--- config.mk ---
export PLATFORM = sky130hd
export DESIGN_NAME = player_trail_gen_flat
export DESIGN_NICKNAME = d
export VERILOG_FILES = /design/src/rtl/player_trail_gen_if.sv /design/src/rtl/player_trail_gen.sv /design/src/flat_wrapper.sv
export SDC_FILE = /design/constraint.sdc
export NUM_CORES = 2
export LEC_CHECK = 0
export ABC_AREA = 1
export CAP_MARGIN = 20
export CORE_AREA = 2 2 368 370
export DETAILED_ROUTE_END_ITERATION = 8
export DIE_AREA = 0 0 370 372
export SYNTH_ARGS = -nofsm -noshare
export SYNTH_HDL_FRONTEND = slang
export SYNTH_SLANG_ARGS = --single-unit
--- constraint.sdc ---
create_clock -name clk -period 6.86 [get_ports clk]
set_input_delay 0.686 -clock clk [delete_from_list [all_inputs] [get_ports clk]]
set_output_delay 0.686 -clock clk [all_outputs]
set_load 0.005 [all_outputs]
--- src/rtl/player_trail_gen_if.sv ---
`default_nettype none
// ============================================================================
// Module   : player_trail_gen_if
// Brief    : Game-state to trail-generator bundle, trail arrays back out.
// Revision : 1.0
// ============================================================================
interface player_trail_gen_if #(
    parameter int DEPTH = 41
);
    logic                   frame_tick;
    logic [1:0]             gamemode;
    logic [8:0]             player_y;
    logic [DEPTH-1:0][9:0]  trail_x;
    logic [DEPTH-1:0][8:0]  trail_y;
    logic [DEPTH-1:0][3:0]  trail_life;

    modport master (
        output frame_tick, gamemode, player_y,
        input  trail_x, trail_y, trail_life
    );

    modport slave (
        input  frame_tick, gamemode, player_y,
        output trail_x, trail_y, trail_life
    );
endinterface
`default_nettype wire

--- src/rtl/player_trail_gen.sv ---
`default_nettype none
// ============================================================================
// Module   : player_trail_gen
// Brief    : Per-frame shift buffer of player trail particles (x, y, life).
// Revision : 1.0
// ============================================================================
module player_trail_gen #(
    parameter int DEPTH       = 41,
    parameter int PLAYER_X    = 160,
    parameter int PLAYER_SIZE = 40,
    parameter int MAX_LIFE    = 10,
    parameter int SCROLL      = 4,
    parameter int DECAY_DIV   = 4,
    parameter int UPPER_BOUND = 20,
    parameter int LOWER_BOUND = 460
) (
    input  wire logic              clk,
    input  wire logic              rst_n,
    player_trail_gen_if.slave      bus
);

    localparam int DW = (DECAY_DIV > 1) ? $clog2(DECAY_DIV) : 1;
    localparam logic signed [10:0] c_half = 11'(PLAYER_SIZE / 2);
    localparam logic signed [10:0] c_ymin = 11'(UPPER_BOUND + 1);
    localparam logic signed [10:0] c_ymax = 11'(LOWER_BOUND - 1);

    typedef enum logic [1:0] {
        ST_CLEAR = 2'b00,
        ST_RUN   = 2'b01,
        ST_HOLD  = 2'b10,
        ST_FADE  = 2'b11
    } state_t;

    state_t                 r_state;
    state_t                 w_state_nxt;
    logic                   w_clear;
    logic                   w_advance;
    logic                   w_spawn;

    logic [DEPTH-1:0][9:0]  r_x;
    logic [DEPTH-1:0][8:0]  r_y;
    logic [DEPTH-1:0][3:0]  r_life;
    logic [15:0]            r_lfsr;
    logic [DW-1:0]          r_dcnt;

    logic [DEPTH-1:0][9:0]  w_x_nxt;
    logic [DEPTH-1:0][8:0]  w_y_nxt;
    logic [DEPTH-1:0][3:0]  w_life_nxt;
    logic                   w_decay;
    logic                   w_lfsr_fb;
    logic signed [10:0]     w_ysum;
    logic [8:0]             w_y_spawn;

    always_ff @(posedge clk or negedge rst_n) begin
        if (!rst_n) begin
            r_state <= ST_CLEAR;
        end else begin
            r_state <= w_state_nxt;
        end
    end

    // Ticks act on the mode registered at the previous edge, never the live input.
    always_comb begin
        w_state_nxt = r_state;
        w_clear     = 1'b0;
        w_advance   = 1'b0;
        w_spawn     = 1'b0;
        case (bus.gamemode)
            2'b00:   w_state_nxt = ST_CLEAR;
            2'b01:   w_state_nxt = ST_RUN;
            2'b10:   w_state_nxt = ST_HOLD;
            default: w_state_nxt = ST_FADE;
        endcase
        case (r_state)
            ST_CLEAR: w_clear = 1'b1;
            ST_RUN: begin
                w_advance = bus.frame_tick;
                w_spawn   = bus.frame_tick;
            end
            ST_FADE:  w_advance = bus.frame_tick;
            default:  w_advance = 1'b0;
        endcase
    end

    assign w_lfsr_fb = r_lfsr[15] ^ r_lfsr[13] ^ r_lfsr[12] ^ r_lfsr[10];
    assign w_decay   = (r_dcnt == DW'(DECAY_DIV - 1));

    // Jitter lfsr[1:0]-2 spans -2..+1; sum kept signed so low player_y cannot wrap.
    always_comb begin
        w_ysum = $signed({2'b00, bus.player_y}) + c_half
               + $signed({9'd0, r_lfsr[1:0]}) - 11'sd2;
        if (w_ysum < c_ymin) begin
            w_y_spawn = 9'(UPPER_BOUND + 1);
        end else if (w_ysum > c_ymax) begin
            w_y_spawn = 9'(LOWER_BOUND - 1);
        end else begin
            w_y_spawn = w_ysum[8:0];
        end
    end

    always_comb begin
        w_x_nxt    = '0;
        w_y_nxt    = '0;
        w_life_nxt = '0;
        for (int i = 1; i < DEPTH; i++) begin
            w_y_nxt[i] = r_y[i-1];
            if (r_x[i-1] < 10'(SCROLL)) begin
                w_x_nxt[i]    = '0;
                w_life_nxt[i] = '0;
            end else begin
                w_x_nxt[i]    = r_x[i-1] - 10'(SCROLL);
                w_life_nxt[i] = (w_decay && (r_life[i-1] != 4'd0))
                              ? r_life[i-1] - 4'd1 : r_life[i-1];
            end
        end
        if (w_spawn) begin
            w_x_nxt[0]    = 10'(PLAYER_X);
            w_y_nxt[0]    = w_y_spawn;
            w_life_nxt[0] = 4'(MAX_LIFE);
        end
    end

    always_ff @(posedge clk or negedge rst_n) begin
        if (!rst_n) begin
            r_x    <= '0;
            r_y    <= '0;
            r_life <= '0;
            r_lfsr <= 16'hACE1;
            r_dcnt <= '0;
        end else if (w_clear) begin
            r_x    <= '0;
            r_y    <= '0;
            r_life <= '0;
            r_dcnt <= '0;
        end else if (w_advance) begin
            r_x    <= w_x_nxt;
            r_y    <= w_y_nxt;
            r_life <= w_life_nxt;
            r_dcnt <= w_decay ? '0 : r_dcnt + DW'(1);
            if (w_spawn) begin
                r_lfsr <= {r_lfsr[14:0], w_lfsr_fb};
            end
        end
    end

    assign bus.trail_x    = r_x;
    assign bus.trail_y    = r_y;
    assign bus.trail_life = r_life;

endmodule
`default_nettype wire

--- src/flat_wrapper.sv ---
// flat-port wrapper written by rule: the top's interface ports become plain ports
module player_trail_gen_flat 
#(
    parameter int DEPTH       = 41,
    parameter int PLAYER_X    = 160,
    parameter int PLAYER_SIZE = 40,
    parameter int MAX_LIFE    = 10,
    parameter int SCROLL      = 4,
    parameter int DECAY_DIV   = 4,
    parameter int UPPER_BOUND = 20,
    parameter int LOWER_BOUND = 460
)
  (clk, rst_n, bus_frame_tick, bus_gamemode, bus_player_y, bus_trail_x, bus_trail_y, bus_trail_life);
  player_trail_gen_if #(.DEPTH(DEPTH)) bus_i ();
  input  wire logic clk;
  input  wire logic rst_n;
  input wire logic [$bits(bus_i.frame_tick)-1:0] bus_frame_tick;
  input wire logic [$bits(bus_i.gamemode)-1:0] bus_gamemode;
  input wire logic [$bits(bus_i.player_y)-1:0] bus_player_y;
  output wire logic [$bits(bus_i.trail_x)-1:0] bus_trail_x;
  output wire logic [$bits(bus_i.trail_y)-1:0] bus_trail_y;
  output wire logic [$bits(bus_i.trail_life)-1:0] bus_trail_life;
  assign bus_i.frame_tick = bus_frame_tick;
  assign bus_i.gamemode = bus_gamemode;
  assign bus_i.player_y = bus_player_y;
  assign bus_trail_x = bus_i.trail_x;
  assign bus_trail_y = bus_i.trail_y;
  assign bus_trail_life = bus_i.trail_life;
  player_trail_gen #(.DEPTH(DEPTH), .PLAYER_X(PLAYER_X), .PLAYER_SIZE(PLAYER_SIZE), .MAX_LIFE(MAX_LIFE), .SCROLL(SCROLL), .DECAY_DIV(DECAY_DIV), .UPPER_BOUND(UPPER_BOUND), .LOWER_BOUND(LOWER_BOUND)) u_core (.clk(clk), .rst_n(rst_n), .bus(bus_i));
endmodule
# Word-level counts from Yosys, hierarchy flattened
# Cells that the tools add are included.
[classes]
n_addsub = 84
reduce_logical = 85
eq_ne = 5
mux = 138
bitwise = 4
order_cmp = 42
[ops]
columns = ["op", "count"]
rows = [
  ["two-way mux 410 bit", 2],
  ["two-way mux 369 bit", 2],
  ["< comparator 10 x 3 -> 1 bit, second input constant", 40],
  ["two-way mux 10 bit", 40],
  ["subtractor 10 x 3 -> 10 bit, second input constant", 40],
  ["two-way mux 164 bit", 2],
  ["two-way mux 4 bit", 81],
  ["nonzero test 4 bit", 40],
  ["subtractor 4 x 1 -> 4 bit, second input constant", 40],
  ["logical AND 1 bit", 40],
  ["two-way mux 9 bit", 3],
  ["adder 11 x 3 -> 11 bit", 1],
  ["> comparator 11 x 10 -> 1 bit, second input constant", 1],
  ["< comparator 11 x 6 -> 1 bit, second input constant", 1],
  ["subtractor 11 x 3 -> 11 bit, second input constant", 1],
  ["adder 9 x 5 -> 10 bit, second input constant", 1],
  ["two-way mux 8 bit", 1],
  ["== test 2 bit, second input constant", 3],
  ["two-way mux 2 bit", 3],
  ["one-hot mux 2 bit (3 select lines)", 1],
  ["== test 2 x 1 -> 1 bit, second input constant", 2],
  ["logical NOT 2 bit", 2],
  ["two-way mux 1 bit", 3],
  ["AND reduction 3 bit", 1],
  ["5 further kinds", 7],
]
[totals]
word_cells = 484
inputBits = 14
regBits = 963

# Longest topological paths before layout
[logic_depth]
ltp_word = 9
ltp_mapped = 22
depth_no_buf = 22

# Least setup slack after synthesis
# No wires, ideal clock.
[synth_timing]
path_type = "input -> register"
from = "input port bus_player_y[1]"
to = "register u_core.r_y (netlist bit u_core.bus.trail_y[2])"
setup_slack_ns = 4.108
required_time_ns = 6.744
stages = 22
t_arrival_ns = 2.636
path_buffers = 0
path_cell_list = "inv_1 ha_1 inv_1 ha_1 inv_1 fa_1 inv_1 nand4_1 nand2_1 nand2_1 nand2_1 nand2_1 nand2_1 nand2_1 nor2_1 nand2_2 nand2_2 nand2_4 nand2_1 nand2_1 nand2_1 nand2_1"
[synth_via]
elab_chain_cells = 9
word_cells_on_any_way = 10
[synth_lines]
columns = ["item", "line_no", "rtl"]
rows = [
  ["from (decl)", "flat_wrapper.sv:19", "input wire logic [$bits(bus_i.player_y)-1:0] bus_player_y;"],
  ["adder 9 x 5 -> 10 bit (*)", "player_trail_gen.sv:90", "w_ysum = $signed({2'b00, bus.player_y}) + c_half"],
  ["adder 11 x 3 -> 11 bit (*)", "player_trail_gen.sv:91", "+ $signed({9'd0, r_lfsr[1:0]}) - 11'sd2;"],
  ["subtractor 11 x 3 -> 11 bit (*)", "player_trail_gen.sv:91", ""],
  ["> comparator 11 x 10 -> 1 bit", "player_trail_gen.sv:94", "end else if (w_ysum > c_ymax) begin"],
  ["two-way mux 9 bit", "player_trail_gen.sv:94", ""],
  ["two-way mux 9 bit (*)", "player_trail_gen.sv:92", "if (w_ysum < c_ymin) begin"],
  ["two-way mux 9 bit (*)", "player_trail_gen.sv:116", "if (w_spawn) begin"],
  ["two-way mux 369 bit (*)", "player_trail_gen.sv:135", "end else if (w_advance) begin"],
  ["two-way mux 369 bit (*)", "player_trail_gen.sv:130", "end else if (w_clear) begin"],
  ["to (signal assigned)", "player_trail_gen.sv:137", "r_y <= w_y_nxt;"],
  ["to (decl)", "player_trail_gen.sv:41", "logic [DEPTH-1:0][8:0] r_y;"],
]
# Mark *: on every way between the ends. The rest lies on a longest branch, timed or not. The select of a mux whose other input is x is not followed.
# A chain may end at the register's enable or synchronous reset.

# Final worst setup path
[layout_timing]
from = "input port bus_frame_tick"
to = "register u_core.r_x (netlist bit u_core.bus.trail_x[275])"
[layout_via]
elab_chain_cells = 2
[layout_lines]
columns = ["item", "line_no", "rtl"]
rows = [
  ["from (decl)", "flat_wrapper.sv:17", "input wire logic [$bits(bus_i.frame_tick)-1:0] bus_frame_tick;"],
  ["two-way mux 1 bit", "player_trail_gen.sv:74", "case (r_state)"],
  ["nonzero test 2 bit (no line)", "-", ""],
  ["to (signal assigned)", "player_trail_gen.sv:136", "r_x <= w_x_nxt;"],
  ["to (decl)", "player_trail_gen.sv:40", "logic [DEPTH-1:0][9:0] r_x;"],
]
# No other way between the ends.

==> run metrics <==
status finished, violations left; setup TNS 0 ps; cell family with most CP delay buffers and inverters; ys flop type dfrtp_1; endpoint type of the worst setup path flip-flop; final setup violation count 0; number of remaining DRC errors 0; share of cells above drive strength 1 4.67%; Setup WS pre-CTS 2590 ps; count leader, synth dfrtp_1; Tcrit/Tclk final 63.8%; Rows 135; H-tree levels 3; TritonCTS Sinks 858; drt total wl 145 mm; Post-DP HPWL 106 mm; slowest stage cell, crit path inv_8; wire length per cell after detailed routing 20.7 um; gp weighted congestion 0.899; failing checks max-slew violations; FILL cells 13300; critical path, cell by cell clkdlybuf4s50_1, nand2_4, inv_4, nor2_4, buf_12, inv_8, buf_4, o22ai_1; Mean Syn Cell Area 9.18 um^2; Syn Inst Count 4318; drt initial violations 2560; reg2reg end u_core.bus.trail_x[275]$_DFFE_PN0P_; Initial DRT Pass Iterations 7; Max Cap Viol 0; area of placed instances 49700 um^2; Inserted Diodes 0; maximum fanout along the worst path 139; Worst-Skew Late Latency 720 ps; Hold Startpoint bus_gamemode[0]; Post-synth EDFFs 0; Layout area overhead 34.5%; largest net degree at the start of global routing 176; initial antenna violation count 0; Worst Hold Path EP u_core.r_state[0]$_DFF_PN0_; Yosys reg bits 858; min Tclk post-route 4380 ps; CP Launch Type input port; die area 138000 um^2; Synth cell types 45; Worst Hold Class input port to flip-flop; slowest stage delay, CP 1140 ps; PortBufs 862; top cell type by total area after synthesis dfrtp_1; NumNets Final 5233; Max VDD drop 0.215 mV; Total GRT Usage 20.3%; register area 21500 um^2; via count 34000; final count of hold timing violations 0; RSZ-0062 raised after global routing no; total CTS buffers 99; Root Buffer clkbuf_16; Power Density 378 nW/um^2; initial core utilization 29.5%; Setup Fix Bufs, Post-CTS 0; Worst Reg2Reg Path Length in Cells 7; global-route wire length before repair 214 mm; Die X 370 um; CTS tree done; Async S/R FF share, synth 100%; clock slew at reported path FFs 60 ps; CP Data Required Time 7400 ps; measured slew at the worst slew-check pin 1530 ps; synthesized area 39600 um^2; hold_ws 431 ps; fin. max-slew vios 21; die height 372 um; f_max 0.228 GHz; core box area 134000 um^2; Post-Route Skew 48.1 ps; reg2reg setup slack 2520 ps; Synth area leaders dfrtp_1 (54%), o22ai_1 (10%), inv_1 (7.4%); top cell type's share of synthesized area 53.7%; post-layout worst setup margin 2480 ps; register area share after synthesis 54.2%; vias in the first global route 33800; reg2reg start u_core.r_state[0]$_DFF_PN0_; area of the multi-input gates 14100 um^2; max_slew headroom -1.75%; Clock Path Buffers 3; Leakage Power 23.0 nW; Hold Path Cell Cnt 1; # IOs 957; GR Overflow Total 0; worst path bufs/invs 5; DRT antenna net count 0; worst setup path class input port to flip-flop; top cells by count, synth dfrtp_1 (850), inv_1 (780), o22ai_1 (640); vias per cell 4.87; final instance area 53300 um^2; crit path DAT 4910 ps; YS warnings 0; PnR Total Power 20.1 mW
-- routing by layer --
layer,GRT usage [%],vias up,share of wire [%]
li1,-,15800,-
met1,25.2,16800,41
met2,33.7,1176,48
met3,5.76,221,8.2
met4,7.48,0,3.6
met5,0,-,0
-- per-stage QoR --
stage | utilization (%) | instances
floorplan | - | 4411
global placement | 37.0 | 6796
detailed placement | 37.0 | 6802
CTS | 39.7 | 6986
global route | 39.7 | 6987
finish | 39.7 | 6987
-- cells in the final DEF, fill, tap and decap left out, types with 65 or more instances in the layout --
cell type,synthesis,layout
a21oi_1,79,79
clkbuf_16,0,100
clkdlybuf4s50_1,0,861
conb_1,1,94
dfrtp_1,850,850
ha_1,94,93
inv_1,780,778
nand2_1,555,554
nand3_1,65,65
nor2_1,177,176
o21ai_0,329,329
o22ai_1,640,640
xor2_1,176,176
-- state kept, by name, indices dropped and copies added (netlist names) --
signal                 flops
u_core.bus.trail_life    160
u_core.bus.trail_x       309
u_core.bus.trail_y       369
u_core.r_dcnt              2
u_core.r_lfsr             16
u_core.r_state             2
-- power by group --
group	total (mW)	internal [mW]	switching (mW)
clock	5.70	3.40	2.30
combinational	7.21	3.32	3.89
sequential	7.22	5.98	1.25
total	20.1	12.7	7.43
-- worst max path at each step --
stage	startpoint	to	slack, ps	cells after the start
3_3_place_gp	bus_frame_tick	u_core.bus.trail_life[122]$_DFFE_PN0P_	2570	8
4_1_cts	u_core.r_state[0]$_DFF_PN0_	u_core.bus.trail_x[275]$_DFFE_PN0P_	3320	7
6_report	bus_frame_tick	u_core.bus.trail_x[275]$_DFFE_PN0P_	2480	8
2_1_floorplan	bus_player_y[1]	u_core.bus.trail_y[2]$_DFFE_PN0P_	4110	22
3_5_place_dp	bus_frame_tick	u_core.bus.trail_x[284]$_DFFE_PN0P_	2590	8
5_1_grt	bus_frame_tick	u_core.bus.trail_x[339]$_DFFE_PN0P_	2610	8
-- cell families (layout without fill, tap and decap cells) --
| group | count (synthesis) | in the layout | share of synthesized area, % |
|---|---|---|---|
| and+or+nand+nor | 980 | 980 | 10.6 |
| xor gates and xnor gates | 217 | 217 | 4.79 |
| AOI/OAI and AO/OA | 1087 | 1087 | 16.1 |
| buffers and inverters | 1080 | 1875 | 11.3 |
| other | 1 | 94 | 0.00946 |
| adders and majority gates | 95 | 95 | 3.02 |
| DFF | 858 | 858 | 54.2 |
-- area by class of cell --
| cell class | instances | share of cell area, % |
|---|---|---|
| Tap cell | 1781 | 4.18 |
| Sequential cell | 858 | 40.3 |
| Clock inverter | 35 | 1.11 |
| Multi-Input combinational cell | 2473 | 26.4 |
| Clock buffer | 148 | 5.52 |
| Inverter | 797 | 5.64 |
| Timing Repair Buffer | 895 | 16.9 |
-- repair_timing --
action,in CTS,in global routing
resized for setup,0,0
hold endpoints to repair,9,0
hold buffers,1,0
Power figures use the tool's default switching activity.
